==> src/rtl/transpose_rd_fsm_mh.sv <==
// transpose_rd_fsm_mh
// Multi-head read sequencer for a TIN-wide transpose buffer. A job is
// launched by a start pulse, which latches pixel_in / pixel_out / head_num.
// The job then walks the buffer in TOUT-row tiles, emitting one read beat per
// valid/ready handshake. A saturating credit counter tracks free downstream
// slots; no beat is offered without a credit.
// Optional build macro: TRANSPOSE_STALL_CNT_EN adds a 32-bit stall_cnt output
// counting RUN cycles in which no beat fires.
module transpose_rd_fsm_mh #(
  parameter int TIN        = 64,
  parameter int TOUT       = 16,
  parameter int PIX_W      = 12,
  parameter int HEAD_W     = 4,
  parameter int CREDIT_MAX = 3
) (
  input  logic                     clk,
  input  logic                     rst,
  input  logic                     start,
  input  logic [PIX_W-1:0]         pixel_in,
  input  logic [PIX_W-1:0]         pixel_out,
  input  logic [HEAD_W-1:0]        head_num,
  output logic                     busy,
  output logic                     done,
  output logic                     rd_vld,
  input  logic                     rd_rdy,
  output logic [$clog2(TIN)-1:0]   rd_addr,
  output logic [$clog2(TIN):0]     rd_addr_max,
  output logic                     rd_last,
  input  logic                     credit_vld
`ifdef TRANSPOSE_STALL_CNT_EN
  ,
  output logic [31:0]              stall_cnt
`endif
);

  localparam int AW  = $clog2(TIN);
  localparam int TW  = $clog2(TOUT);
  localparam int R   = TIN / TOUT;
  localparam int RW  = (R > 1) ? $clog2(R) : 1;
  localparam int CW  = $clog2(CREDIT_MAX + 1);

  typedef enum logic [1:0] {
    IDLE = 2'd0,
    RUN  = 2'd1,
    DONE = 2'd2
  } state_t;

  state_t              state_r;
  state_t              state_nxt_s;

  logic [PIX_W-1:0]    pix_in_r;
  logic [PIX_W-1:0]    pix_out_r;
  logic [HEAD_W-1:0]   head_num_r;

  logic [RW-1:0]       blk_in_r;
  logic [TW-1:0]       blk_out_r;
  logic [PIX_W-1:0]    chin_r;
  logic [PIX_W-1:0]    chout_r;
  logic [HEAD_W-1:0]   head_r;
  logic [CW-1:0]       credit_r;

  logic                run_s;
  logic                start_acc_s;
  logic                cfg_zero_s;
  logic                fire_s;
  logic [PIX_W-1:0]    pix_in_m1_s;
  logic [PIX_W-1:0]    pix_out_m1_s;
  logic [PIX_W-1:0]    chin_max_s;
  logic [PIX_W-1:0]    chout_max_s;
  logic [TW:0]         rem_s;
  logic                last_tile_s;
  logic [TW-1:0]       len_m1_s;
  logic                blk_in_wrap_s;
  logic                blk_out_wrap_s;
  logic                chin_wrap_s;
  logic                head_wrap_s;
  logic                last_s;
  logic [AW-1:0]       addr_s;
  logic [AW:0]         addr_max_s;

  // Tile geometry is derived from the latched configuration. Counts use the
  // (x-1)>>log2 form so the maximum pixel count never overflows PIX_W bits.
  assign pix_in_m1_s  = pix_in_r - PIX_W'(1'b1);
  assign pix_out_m1_s = pix_out_r - PIX_W'(1'b1);
  assign chin_max_s   = pix_out_m1_s >> AW;
  assign chout_max_s  = pix_in_m1_s >> TW;
  assign rem_s        = {1'b0, pix_in_m1_s[TW-1:0]} + (TW+1)'(1'b1);
  assign last_tile_s  = (chout_r == chout_max_s);
  assign len_m1_s     = last_tile_s ? pix_in_m1_s[TW-1:0] : {TW{1'b1}};

  assign blk_in_wrap_s  = (blk_in_r == RW'(R - 1));
  assign blk_out_wrap_s = (blk_out_r == len_m1_s);
  assign chin_wrap_s    = (chin_r == chin_max_s);
  assign head_wrap_s    = (head_r == (head_num_r - HEAD_W'(1'b1)));
  assign last_s         = blk_in_wrap_s && blk_out_wrap_s && chin_wrap_s &&
                          last_tile_s && head_wrap_s;

  assign run_s       = (state_r == RUN);
  assign start_acc_s = (state_r == IDLE) && start;
  assign cfg_zero_s  = (pixel_in == {PIX_W{1'b0}}) || (pixel_out == {PIX_W{1'b0}}) ||
                       (head_num == {HEAD_W{1'b0}});

  assign rd_vld = run_s && (credit_r != {CW{1'b0}});
  assign fire_s = rd_vld && rd_rdy;
  assign busy   = (state_r != IDLE);
  assign done   = (state_r == DONE);

  assign addr_s     = (AW'(blk_out_r) * AW'(R)) + AW'(blk_in_r);
  assign addr_max_s = last_tile_s ? ((AW+1)'(rem_s) * (AW+1)'(R)) : (AW+1)'(TIN);

  // Beat outputs come straight from counter registers and are held at zero
  // outside RUN so that reset and idle present an all-zero interface.
  always_comb begin
    rd_addr     = {AW{1'b0}};
    rd_addr_max = {(AW+1){1'b0}};
    rd_last     = 1'b0;
    if (run_s) begin
      rd_addr     = addr_s;
      rd_addr_max = addr_max_s;
      rd_last     = last_s;
    end else begin
      rd_addr     = {AW{1'b0}};
      rd_addr_max = {(AW+1){1'b0}};
      rd_last     = 1'b0;
    end
  end

  // Next-state logic: a zero-sized job skips RUN and only produces done.
  always_comb begin
    state_nxt_s = state_r;
    case (state_r)
      IDLE: begin
        if (start) begin
          state_nxt_s = cfg_zero_s ? DONE : RUN;
        end else begin
          state_nxt_s = IDLE;
        end
      end
      RUN: begin
        if (fire_s && last_s) begin
          state_nxt_s = DONE;
        end else begin
          state_nxt_s = RUN;
        end
      end
      DONE:    state_nxt_s = IDLE;
      default: state_nxt_s = IDLE;
    endcase
  end

  // State register; reset aborts any job without passing through DONE.
  always_ff @(posedge clk) begin
    if (rst) begin
      state_r <= IDLE;
    end else begin
      state_r <= state_nxt_s;
    end
  end

  // Per-job configuration latched only on an accepted start.
  always_ff @(posedge clk) begin
    if (rst) begin
      pix_in_r   <= {PIX_W{1'b0}};
      pix_out_r  <= {PIX_W{1'b0}};
      head_num_r <= {HEAD_W{1'b0}};
    end else if (start_acc_s) begin
      pix_in_r   <= pixel_in;
      pix_out_r  <= pixel_out;
      head_num_r <= head_num;
    end else begin
      pix_in_r   <= pix_in_r;
      pix_out_r  <= pix_out_r;
      head_num_r <= head_num_r;
    end
  end

  // Nested beat counters, innermost blk_in; each advances when all inner
  // counters wrap on a firing beat. The final beat wraps everything to zero.
  always_ff @(posedge clk) begin
    if (rst || start_acc_s) begin
      blk_in_r  <= {RW{1'b0}};
      blk_out_r <= {TW{1'b0}};
      chin_r    <= {PIX_W{1'b0}};
      chout_r   <= {PIX_W{1'b0}};
      head_r    <= {HEAD_W{1'b0}};
    end else if (fire_s) begin
      if (blk_in_wrap_s) begin
        blk_in_r <= {RW{1'b0}};
        if (blk_out_wrap_s) begin
          blk_out_r <= {TW{1'b0}};
          if (chin_wrap_s) begin
            chin_r <= {PIX_W{1'b0}};
            if (last_tile_s) begin
              chout_r <= {PIX_W{1'b0}};
              if (head_wrap_s) begin
                head_r <= {HEAD_W{1'b0}};
              end else begin
                head_r <= head_r + HEAD_W'(1'b1);
              end
            end else begin
              chout_r <= chout_r + PIX_W'(1'b1);
            end
          end else begin
            chin_r <= chin_r + PIX_W'(1'b1);
          end
        end else begin
          blk_out_r <= blk_out_r + TW'(1'b1);
        end
      end else begin
        blk_in_r <= blk_in_r + RW'(1'b1);
      end
    end else begin
      blk_in_r  <= blk_in_r;
      blk_out_r <= blk_out_r;
      chin_r    <= chin_r;
      chout_r   <= chout_r;
      head_r    <= head_r;
    end
  end

  // Downstream credits: beat consumes, credit_vld returns (saturating);
  // credits survive across jobs and are only reinitialised by reset.
  always_ff @(posedge clk) begin
    if (rst) begin
      credit_r <= CW'(CREDIT_MAX);
    end else begin
      case ({fire_s, credit_vld})
        2'b10: credit_r <= credit_r - CW'(1'b1);
        2'b01: begin
          if (credit_r != CW'(CREDIT_MAX)) begin
            credit_r <= credit_r + CW'(1'b1);
          end else begin
            credit_r <= credit_r;
          end
        end
        default: credit_r <= credit_r;
      endcase
    end
  end

`ifdef TRANSPOSE_STALL_CNT_EN
  logic [31:0] stall_cnt_r;

  // Count RUN cycles without a firing beat, saturating; cleared per job.
  always_ff @(posedge clk) begin
    if (rst || start_acc_s) begin
      stall_cnt_r <= 32'd0;
    end else if (run_s && !fire_s && (stall_cnt_r != 32'hFFFF_FFFF)) begin
      stall_cnt_r <= stall_cnt_r + 32'd1;
    end else begin
      stall_cnt_r <= stall_cnt_r;
    end
  end

  assign stall_cnt = stall_cnt_r;
`endif

endmodule

==> config.mk <==
export PLATFORM = sky130hd
export DESIGN_NAME = transpose_rd_fsm_mh
export DESIGN_NICKNAME = d
export VERILOG_FILES = /design/src/rtl/transpose_rd_fsm_mh.sv
export SDC_FILE = /design/constraint.sdc
export NUM_CORES = 1
export LEC_CHECK = 0
export ABC_AREA = 1
export CORE_MARGIN = 3
export CORE_UTILIZATION = 48
export CTS_CLUSTER_SIZE = 40
export DETAILED_ROUTE_END_ITERATION = 8
export PLACE_DENSITY = 0.7
export SETUP_SLACK_MARGIN = 0.02
export SLEW_MARGIN = 0
export SYNTH_ARGS = -nofsm -noshare
export SYNTH_HDL_FRONTEND = slang
export SYNTH_SLANG_ARGS = --single-unit
==> constraint.sdc <==
create_clock -name clk -period 4.7 [get_ports clk]
set_clock_uncertainty 0.15 [all_clocks]
set_input_delay 0.705 -clock clk [delete_from_list [all_inputs] [get_ports clk]]
set_output_delay 0.705 -clock clk [all_outputs]
set_load 0.02 [all_outputs]
* Word level (Yosys, flattened, before mapping)
Cells that the tools add are included.
** Storage, ports and cells
- Bits in registers :: 66
- Word-level logic and storage cells :: 72
** Operators by class
- Add/subtract/negate cells :: 12
- Equality and inequality tests :: 11
- Multiplexer cells :: 16
- Reduce and logical (&&, ||, !) cells :: 23
** Operator list (count)
- 12-bit by 1-bit adder with 12-bit output, second input constant :: 2
- 12-bit zero test :: 2
- 12-bit two-way mux :: 2
- 12-bit by 1-bit subtractor with 12-bit output, second input constant :: 2
- 7-bit two-way mux :: 2
- 12-bit by 6-bit equality test with 1-bit output :: 1
- 12-bit by 8-bit equality test with 1-bit output :: 1
- 4-bit two-way mux :: 3
- 2-bit two-way mux :: 5
- 4-bit by 1-bit adder with 4-bit output, second input constant :: 2
- 4-bit equality test :: 2
- 1-bit logical AND :: 8
- 2-bit case mux with 2 select lines :: 2
- 6-bit by 2-bit adder with 6-bit output :: 1
- 2-bit equality test, second input constant :: 3
- 6-bit two-way mux :: 1
- 2-bit nonzero test :: 3
- 4-bit by 1-bit adder with 5-bit output, second input constant :: 1
- 5-bit AND reduction :: 1
- 2-bit by 1-bit adder with 2-bit output, second input constant :: 2
- 2-bit by 1-bit equality test with 1-bit output, second input constant :: 2
- 4-bit zero test :: 1
- 2-bit != test, second input constant :: 2
- 2-bit AND reduction :: 2
- 7 further kinds :: 9

* Logic depth before layout (Yosys ltp)
Gate-level depths: netlist of run 1.
- Depth in word-level cells :: 11
- Mapped depth :: 20

* Worst setup path before layout of run 1
No wires, ideal clock.
- Kind :: reg2out
- Start point :: register pix_in_r[0]
- End point :: output port rd_last
- Arrival :: 2.269 ns
- Data required time :: 3.845 ns
- Setup slack :: 1.576 ns
- Cell stages (with the launch flop) :: 16
- Path through :: dfxtp_1 > inv_2 > ha_1 > nand2_1 > nor2_1 > nand2_1 > nand2_1 > nor2_1 > nand3_1 > nor2_4 > nand3_1 > nand2_1 > nand2_2 > nor2_4 > nand2_1 > nor3_1
** On the way
- Cells in the longest elaborated chain, start to end :: 9
** Ends and longest elaborated chain
- from (decl) :: line 51 : logic [PIX_W-1:0] pix_in_r;
- from (signal assigned) :: line 163 : pix_in_r <= {PIX_W{1'b0}};
- from (signal assigned) :: line 167 : pix_in_r <= pixel_in;
- from (signal assigned) :: line 171 : pix_in_r <= pix_in_r;
- 12-bit by 1-bit subtractor with 12-bit output (*) :: line 83 : assign pix_in_m1_s = pix_in_r - PIX_W'(1'b1);
- 12-bit by 8-bit equality test with 1-bit output :: line 88 : assign last_tile_s = (chout_r == chout_max_s);
- 4-bit two-way mux :: line 89 : assign len_m1_s = last_tile_s ? pix_in_m1_s[TW-1:0] : {TW{1'b1}};
- 4-bit equality test :: line 92 : assign blk_out_wrap_s = (blk_out_r == len_m1_s);
- 1-bit logical AND (2 in series) :: line 95 : assign last_s = blk_in_wrap_s && blk_out_wrap_s && chin_wrap_s &&
- 1-bit logical AND (*) :: line 95
- 1-bit logical AND (*) :: line 96 : last_tile_s && head_wrap_s;
- 1-bit two-way mux (*) :: line 117 : if (run_s) begin
- to (decl) :: line 28 : output logic rd_last,
Every way passes the cells marked *; elsewhere a longest branch is shown, timed or not.

* Worst setup path after layout of run 1
Ends and elaborated chain as after synthesis.

==> results.md, run 1 <==
* Period minus WS final at 4.17 ns
* DR pass1 iterations at 4
* DP Area at 4930 um2
* Critical Path RT at between 3 and 4 ns
* Crit-path max cell delay at 0.67 ns
* Syn Std Cell Area at 4420 um2
* WL/cell at 13.0 um
* Initial antenna violation count at 0
* Pin count of the biggest net entering global routing at 42
* Worst Max-Slew Pin Slew at 0.677 ns
* Setup WS pre-CTS at around 0.92 ns
* H-tree depth at 3
* WL final at 11000 um
* Post-Route Setup TNS at 0 ns
* DP Wirelength at a little under 9000 um
* Initial Util at 49.9%
* Dpl cells at between 800 and 900
* Layout Nets at 780
* Filler cell count at 887
* Clock root buffer: clkbuf_8
* Chip height at 102 um
* Critical path capture point type: primary output
* Total CTS buffers at 9
* Crit-path slowest cell: clkdlybuf4s50_1
* Status: completed
* Kind of critical path: flop to primary output
* First-pass GRT wire length at 18300 um
* Top cell type by total area after synthesis: dfxtp_1
* Post-synthesis register bit count at 66
* Most Frequent Cell on Critical Path: nand2_1
* Worst Setup Start Kind: flop
* Primary FF master, synth: dfxtp_1
* Post-route non-filler standard cell count at 852
* Worst vdd ir at 0.158 mV
* Vias per Instance at 5.25
* Final Hold Vio Count at 0
* GP Congestion at 0.912
* Setup bufs post-CTS at 0
* RSZ-0062 raised after global routing: no
* Rows at 34
* Hold/Removal Path Class: flop to flop
* Crit path DAT at roughly 3.3 ns
* EDFF count, synth at 0
* Io pins at 50
* CP top delay family: simple AND/OR/NAND/NOR gates
* Critical path cell sequence: inv_2 > ha_1 > nand2_1 > nor2_1 > nand3_1 > nand2_1 > nand2_1 > inv_1 > nand2_1 > nor2_4 > nand3_1 > nand2_1 > nand2_2 > nor2_4 > nand2_1 > nor3_1 > clkdlybuf4s50_1
* CTS Buffer Depth at 2
* DR DRC count at 0
* Clk pin slew, worst setup/hold paths at 0.07 ns
* Die area at 10400 um2
* Antenna diode count at 0
* Power density over cell area at between 200 and 300 nW/um2
* Core Area at 8850 um2
* Synth unique cells at 40
* Routed Antenna Nets at 0
* Mean Syn Cell Area at 6.32 um2
* Mapped Cells at 699
* Critical path peak fanout at 9
* Vias in the first global route at around 4000
* Synth-to-Final Area Change at 16.3%
* Share of layout cells above drive strength 1 at ~7.9%
* All-Layer GR Usage at 21.8%
* Slew HR at between 50% and 60%
* Share of the synthesized area in the top cell type at 29.9%
* Final worst-path cycle share at 88.6%
* Final Max Slew Viols at 0
* Post-CTS Resized at 0
* Clk_lat worst skew at about 0.35 ns
* Ys Warns at 0
* Setup violations, final at 0
* Port bufs at 47
* Fin area at 5140 um2
* Post-route setup slack at 0.534 ns
* DR vias at 4470
* Iteration-0 DRC count of the detailed router at roughly 240
* Leakage at ~2.2 nW
* Sink Count at 66
* Max-cap violation count at 0
* WP buf/inv at 3
* Post-synthesis sequential area ratio at between 20 and 30%
* Total power draw at 1.44 mW
* # hold bufs at CTS at 0
* Grt ovf at 0
* CTS tree: done
* Top cells by area, synth: dfxtp_1 (30%), nand2_1 (13%), nor2_1 (8.3%)
* Fmax at 0.240 GHz
* Die width at 102 um
* Share of synthesized flip-flops with an asynchronous set or reset at 0%
power by group:
group | leakage [nW] | internal [mW] | switching, mW
combinational | 1.55 | 0.127 | 0.213
sequential | 0.539 | 0.584 | 0.0225
clock | 0.0945 | 0.259 | 0.238
total | 2.18 | 0.971 | 0.474
state kept, by name, summed over array words and instances, names as in the netlist:
signal and cells:
state_r 2, pix_out_r 12, credit_r 2, chout_r 12
pix_in_r 12, head_r 4, chin_r 12, blk_out_r 4
head_num_r 4, blk_in_r 2
synthesized netlist by cell type, drive strengths merged (2+ instances only):
cell / count
nand4: 24
a21oi: 42
xnor2: 9
ha: 8
dfxtp: 66
nor2: 115
inv: 87
buf: 9
o22ai: 2
xor2: 22
nand3b: 4
o2111ai: 2
nand3: 57
or2: 7
o21ai: 38
nor4: 9
clkbuf: 13
nor3: 20
nand2: 157
worst register-to-register path: cells and delay by family, from the launching register on:
family	cells	cell delay, ns
buffers and inverters	3	0.28
adder cells (fa/ha/maj)	1	0.27
AO/OA/AOI/OAI	1	0.07
AND/OR/NAND/NOR	14	1.74
flip-flops	1	0.37
worst paths after layout:
path                                  start                         to  slack [ns]  cells after the start
setup / recovery   pix_in_r[0]$_SDFFE_PP0P_                    rd_last        0.53                     17
setup reg to reg   pix_in_r[0]$_SDFFE_PP0P_    chout_r[1]$_SDFFE_PP0P_        1.69                     19
hold / removal    pix_out_r[7]$_SDFFE_PP0P_  pix_out_r[7]$_SDFFE_PP0P_        0.33                      2
hold reg to reg   pix_out_r[7]$_SDFFE_PP0P_  pix_out_r[7]$_SDFFE_PP0P_        0.33                      2
through the flow:
stage               hold slack (ns)  utilization [%]
finish                        0.331             58.0
global route                  0.365             58.0
CTS                           0.335             58.0
detailed placement            0.324             55.7
global placement              0.312             55.7
floorplan                     0.294                -
cell usage in the layout (no fill, tap or decap), types with 2 or more instances in the layout:
cell type | netlist | layout
o22ai_1 | 2 | 2
nand2_2 | 7 | 7
o21ai_0 | 33 | 33
clkinvlp_4 | 0 | 3
or2_0 | 2 | 2
nor2_1 | 98 | 98
o2111ai_1 | 2 | 2
conb_1 | 1 | 2
dfxtp_1 | 66 | 66
inv_2 | 9 | 9
xnor2_1 | 9 | 9
nand2_1 | 150 | 150
a21oi_1 | 42 | 42
nand3_1 | 55 | 55
nor4_1 | 9 | 9
buf_4 | 3 | 3
xor2_1 | 22 | 22
nor2_2 | 12 | 12
nand3b_1 | 4 | 4
o21ai_1 | 5 | 5
nor2_4 | 4 | 4
inv_1 | 78 | 78
clkdlybuf4s50_1 | 0 | 47
ha_1 | 8 | 8
or2_2 | 5 | 5
nand4_1 | 24 | 24
clkbuf_8 | 0 | 10
nor3_1 | 20 | 20
layout make-up:
| class | instances | area (um2) | area share, % |
|---|---|---|---|
| multi-input combinational | 524 | 2650 | 51.6 |
| sequential | 66 | 1320 | 25.7 |
| timing repair buffer | 50 | 493 | 9.60 |
| inverter | 88 | 330 | 6.43 |
| clock buffer | 10 | 138 | 2.68 |
| tap | 108 | 135 | 2.63 |
| clock inverter | 6 | 66.3 | 1.29 |
layer usage:
| metal | vias to the layer above | routed length [um] | track usage, % | part of all wire (%) |
|---|---|---|---|---|
| met3 | 6 | 621 | 4.37 | 5.6 |
| li1 | 2340 | - | - | - |
| met5 | - | 0 | 0 | 0 |
| met1 | 1999 | 5500 | 31.1 | 50 |
| met4 | 0 | 75 | 4.34 | 0.68 |
| met2 | 125 | 4840 | 34.6 | 44 |
logic make-up (layout without fill, tap and decap cells):
family          Yosys count  after routing  share of synthesized area, %
buf+inv                 110            154                          10.1
other cells               1              2                        0.0849
fa+ha+maj                 8              8                          2.27
compound gates           89             89                          10.6
flops                    66             66                          29.9
simple gates            394            394                          40.9
xor+xnor                 31             31                          6.15
Power figures use the tool's default switching activity.
==> run 2: changes to the inputs <==
--- a/config.mk
+++ b/config.mk
@@ -12,7 +12,7 @@
 export DETAILED_ROUTE_END_ITERATION = 8
 export PLACE_DENSITY = 0.7
 export SETUP_SLACK_MARGIN = 0.02
-export SLEW_MARGIN = 0
+export SLEW_MARGIN = 20
 export SYNTH_ARGS = -nofsm -noshare
 export SYNTH_HDL_FRONTEND = slang
 export SYNTH_SLANG_ARGS = --single-unit
==> results of run 2 <==
The final DEF is identical to that of run 1; final timing and power are the same.
==> run 3: changes to the inputs <==
--- a/config.mk
+++ b/config.mk
@@ -6,6 +6,7 @@
 export NUM_CORES = 1
 export LEC_CHECK = 0
 export ABC_AREA = 1
+export ABC_CLOCK_PERIOD_IN_PS = 4700
 export CORE_MARGIN = 3
 export CORE_UTILIZATION = 48
 export CTS_CLUSTER_SIZE = 40
==> results of run 3 <==
The final DEF is identical to that of run 1; final timing and power are the same.
==> RTL edit 1 (config.mk and constraints of run 3) <==
Add a define of `TRANSPOSE_STALL_CNT_EN`.
--- a/src/rtl/transpose_rd_fsm_mh.sv
+++ b/src/rtl/transpose_rd_fsm_mh.sv
@@ -7,4 +7,6 @@
 // Optional build macro: TRANSPOSE_STALL_CNT_EN adds a 32-bit stall_cnt output
 // counting RUN cycles in which no beat fires.
+`define TRANSPOSE_STALL_CNT_EN
+
 module transpose_rd_fsm_mh #(
   parameter int TIN        = 64,
Function (old outputs only; new: stall_cnt): kept (Yosys induction, for registers that start in step).
==> RTL edit 1 against run 3 <==
Cell area grew 45%; wire length grew 47%; largest power group unchanged; synthesized area grew 42%; power grew 38%; sequential cell count grew 32; worst setup slack lost 0.13 ns; core utilization grew 0.81 points; count of clock-buffer cells in the layout is the same; critical path type unchanged.
==> RTL edit 1: results <==
export IMPL_status="finished, final reports clean"
export IMPL_numPortBuffers=79
export IMPL_grt_max_degree=41
export IMPL_path_max_fanout=7
export IMPL_ys_async_sr_fraction_pct=0
export IMPL_place_area_mm2=0.00716
export IMPL_final_nets=1065
export IMPL_maxSlewViolCount=0
export IMPL_antenna_found_initial=0
export IMPL_grt_pass1_vias=5815
export IMPL_p_leak_nw=2.99
export IMPL_cp_arrival_ns=3.44
export IMPL_cts_buffers=9
export IMPL_ctsResizeCount=0
export IMPL_firstDrtPassIters=5
export IMPL_synth_xor_area_share_pct=7.57
export IMPL_grt_pass1_wl_um=27700
export IMPL_wl_per_cell_um=13.6
export IMPL_ff2ff_setup_slack_ns=1.47
export IMPL_synth_edf_count=0
export IMPL_cp_top_family="simple AND/OR/NAND/NOR gates"
export IMPL_synthMuxAreaShare_pct=0
export IMPL_gp_congestion=0.895
export IMPL_worst_pin_slew_ns=0.986
export IMPL_multiInputGateArea_mm2=0.00370
export IMPL_clkLatencyLatePin_ns=0.36
export IMPL_post_cts_buffers=0
export IMPL_cts_root_buf="clkbuf_16"
export IMPL_seq_area_frac_synth_pct=31.4
export IMPL_ys_top_cells_by_count="nand2_1, nor2_1, inv_1, dfxtp_1, a21oi_1"
export IMPL_synth_distinct_cells=44
export IMPL_dp_hpwl_um=12400
export IMPL_max_freq_mhz=233
export IMPL_synth_avg_cell_area_um2=6.55
export IMPL_instances_no_fill=1200
export IMPL_whs_ns=0.331
export IMPL_drive_above_1_share_pct=8.75
export IMPL_n_antenna_cell=0
export IMPL_first_iter_violations=424
export IMPL_synth_fa_ha_area_share_pct=1.80
export IMPL_dp_slack_ns=0.851
export IMPL_crit_path_max_incr_delay_ns=0.70
export IMPL_grt_usage_pct=23.4
export IMPL_clockBufferDepth=2
export IMPL_synth_area_leaders="dfxtp_1, nand2_1, nor2_1"
export IMPL_routed_via_count=6251
export IMPL_ir_drop_mv=0.290
export IMPL_clk_pin_slew_worst_paths_ns=0.07
export IMPL_nFillCells=1261
export IMPL_htree_levels=3
export IMPL_synth_compound_area_share_pct=11.4
-- RTL edit 1: cell types whose count changed after synthesis, sizes merged, moves of 11 or more --
cell and change:
nand2 +65, inv +33, dfxtp +32, a21oi +29, nor2 +18, xor2 +15, nand4 +14, o21ai +11
-- RTL edit 1: cell type report --
| class | instances | area share [%] |
|---|---|---|
| multi-input cells | 709 | 49.6 |
| clock inverters | 6 | 0.755 |
| flip-flops and latches | 98 | 26.3 |
| repair buffers | 84 | 11.1 |
| clock buffers | 10 | 3.20 |
| well taps | 172 | 2.89 |
| inverters | 121 | 6.09 |
-- RTL edit 1: final timing paths --
kind | from | end | cells after the start
max | pix_in_r[0]$_SDFFE_PP0P_ | rd_last | 17
min reg2reg | stall_cnt[21]$_SDFFE_PP0P_ | stall_cnt[21]$_SDFFE_PP0P_ | 2
min | stall_cnt[21]$_SDFFE_PP0P_ | stall_cnt[21]$_SDFFE_PP0P_ | 2
max reg2reg | pix_out_r[0]$_SDFFE_PP0P_ | chout_r[9]$_SDFFE_PP0P_ | 12
-- RTL edit 1: where the power goes --
group,internal [W],switching [W]
sequential,0.000856,0.0000243
clock,0.000386,0.000356
combinational,0.000134,0.000235
-- RTL edit 1: layer usage --
metal  GRT usage [%]  up-vias  part of all wire [%]
met3            4.95       20                   3.7
met1            31.6     2863                    48
li1                -     3239                     -
met2            38.6      129                    47
met4            5.51        0                   1.3
met5               0        -                     0
-- RTL edit 1: cells by family after synthesis --
| logic type | count (synthesis) |
|---|---|
| other | 1 |
| AO/OA/AOI/OAI | 130 |
| buffers and inverters | 148 |
| flip-flops | 98 |
| adder cells (fa/ha/maj) | 9 |
| XOR/XNOR | 51 |
| AND/OR/NAND/NOR | 517 |
==> RTL edit 2 (config.mk and constraints of run 3) <==
Without the edit above. Encoding of `state_t`: now one-hot (3 bits for 3 states).
--- a/src/rtl/transpose_rd_fsm_mh.sv
+++ b/src/rtl/transpose_rd_fsm_mh.sv
@@ -40,8 +40,8 @@
   localparam int CW  = $clog2(CREDIT_MAX + 1);
 
-  typedef enum logic [1:0] {
-    IDLE = 2'd0,
-    RUN  = 2'd1,
-    DONE = 2'd2
+  typedef enum logic [2:0] {
+    IDLE = 3'b001,
+    RUN  = 3'b010,
+    DONE = 3'b100
   } state_t;
 
Formal check against the unedited RTL: no difference found for any inputs over 10 cycles, from zero or initial values and one cycle with rst high; not proved beyond that.
==> RTL edit 2 against run 3 <==
Synthesized area up 1.0%; power up 15%; core utilization up 1.2 points; first-iteration DRC count up 4.1%; sequential cell count up 1; wire length up 0.80%; sequential power up 2%; cell area up 2.5%; worst setup slack worse by 0.081 ns.
==> RTL edit 2: results <==
export IMPL_status="finished, final reports clean"
export IMPL_wl_met3_um=579
export IMPL_grt_usage_pct=22.3
export IMPL_wl_um=11100
export IMPL_buffers=49
export IMPL_routed_via_count=4473
export IMPL_post_cts_buffers=0
export IMPL_dp_hpwl_um=8570
export IMPL_grt_pass1_vias=4189
export IMPL_ys_top_cells_by_count="nand2_1, nor2_1, inv_1, dfxtp_1, nand3_1"
export IMPL_seqCellArea_mm2=0.00134
export IMPL_worst_pin_slew_ns=0.827
export IMPL_p_switching_w=0.000513
export IMPL_grt_pass1_wl_um=18900
export IMPL_grt_use_met2_pct=34.7
export IMPL_cp_arrival_ns=3.39
export IMPL_grt_max_degree=42
export IMPL_gp_congestion=0.916
export IMPL_nonClkBufAreaFrac_pct=9.22
export IMPL_instances_no_fill=845
export IMPL_drive_above_1_share_pct=8.96
export IMPL_p_leak_nw=2.23
export IMPL_drt_met1_wl_um=5560
export IMPL_clock_area_share_pct=5.13
export IMPL_route_met2_wl_um=4830
export IMPL_final_nets=773
export IMPL_dp_slack_ns=0.917
export IMPL_num_multi_input_gates=521
export IMPL_ir_drop_mv=0.169
export IMPL_seq_area_frac_synth_pct=30.1
export IMPL_antenna_found_initial=0
export IMPL_synth_distinct_cells=41
export IMPL_num_nonclk_inverters=84
export IMPL_synth_avg_cell_area_um2=6.46
export IMPL_nFillCells=846
export IMPL_multi_input_area_share_pct=51.6
export IMPL_place_inst=829
export IMPL_first_iter_violations=251
export IMPL_path_max_fanout=10
export IMPL_synth_seq_cells=67
export IMPL_synth_area_leaders="dfxtp_1, nand2_1, nor2_1"
export IMPL_met1_usage_pct=30.7
export IMPL_cts_root_buf="clkbuf_8"
export IMPL_gr_usage_met3_pct=4.23
RTL edit 2: path summary, 6_finish.rpt:
path	start	end	slack (ns)	cells past startpoint
max	pix_in_r[0]$_SDFFE_PP0P_	rd_last	0.45	16
max reg2reg	state_r[2]$_SDFF_PP0_	chout_r[3]$_SDFFE_PP0P_	1.53	9
min reg2reg	pix_out_r[10]$_SDFFE_PP0P_	pix_out_r[10]$_SDFFE_PP0P_	0.33	2
min	pix_out_r[10]$_SDFFE_PP0P_	pix_out_r[10]$_SDFFE_PP0P_	0.33	2
RTL edit 2: per-stage QoR:
step	instance area (µm²)	utilization (%)	total power (W)
finish	5270	59.2	0.00166
global route	5270	59.2	0.00174
detailed placement	5000	56.2	0.00102
floorplan	4460	-	0.000918
CTS	5270	59.2	0.00167
global placement	5000	56.2	0.00101
RTL edit 2: cells by family after synthesis:
kind of cell    Yosys count  synth area share, %
fa+ha+maj                 8                 2.24
flops                    67                 30.1
buf+inv                 103                 9.06
simple gates            388                 41.9
compound gates           95                 11.1
xor+xnor                 28                 5.50
other cells               1               0.0841
RTL edit 2: critical path: stages, from the launching register on:
cell and delay [ns]:
dfxtp_1 0.47, inv_2 0.13, ha_1 0.28, nand2_4 0.13
inv_1 0.05, nand2_1 0.08, nand3_2 0.10, nor2_4 0.15
nand2_4 0.08, nor2_8 0.14, nand3_1 0.12, nand2_1 0.10
nand2_2 0.10, nor2_8 0.13, nand2_4 0.08, nor4_1 0.26
clkdlybuf4s50_1 0.67
RTL edit 2: power groups by stage:
stage	logic, W	registers (W)	clock network [W]
after detailed placement	0.000384	0.000633	0
final	0.000387	0.000620	0.000653
after global routing	0.000436	0.000624	0.000685
after floorplan	0.000292	0.000627	0
after global placement	0.000375	0.000632	0
after CTS	0.000387	0.000620	0.000661
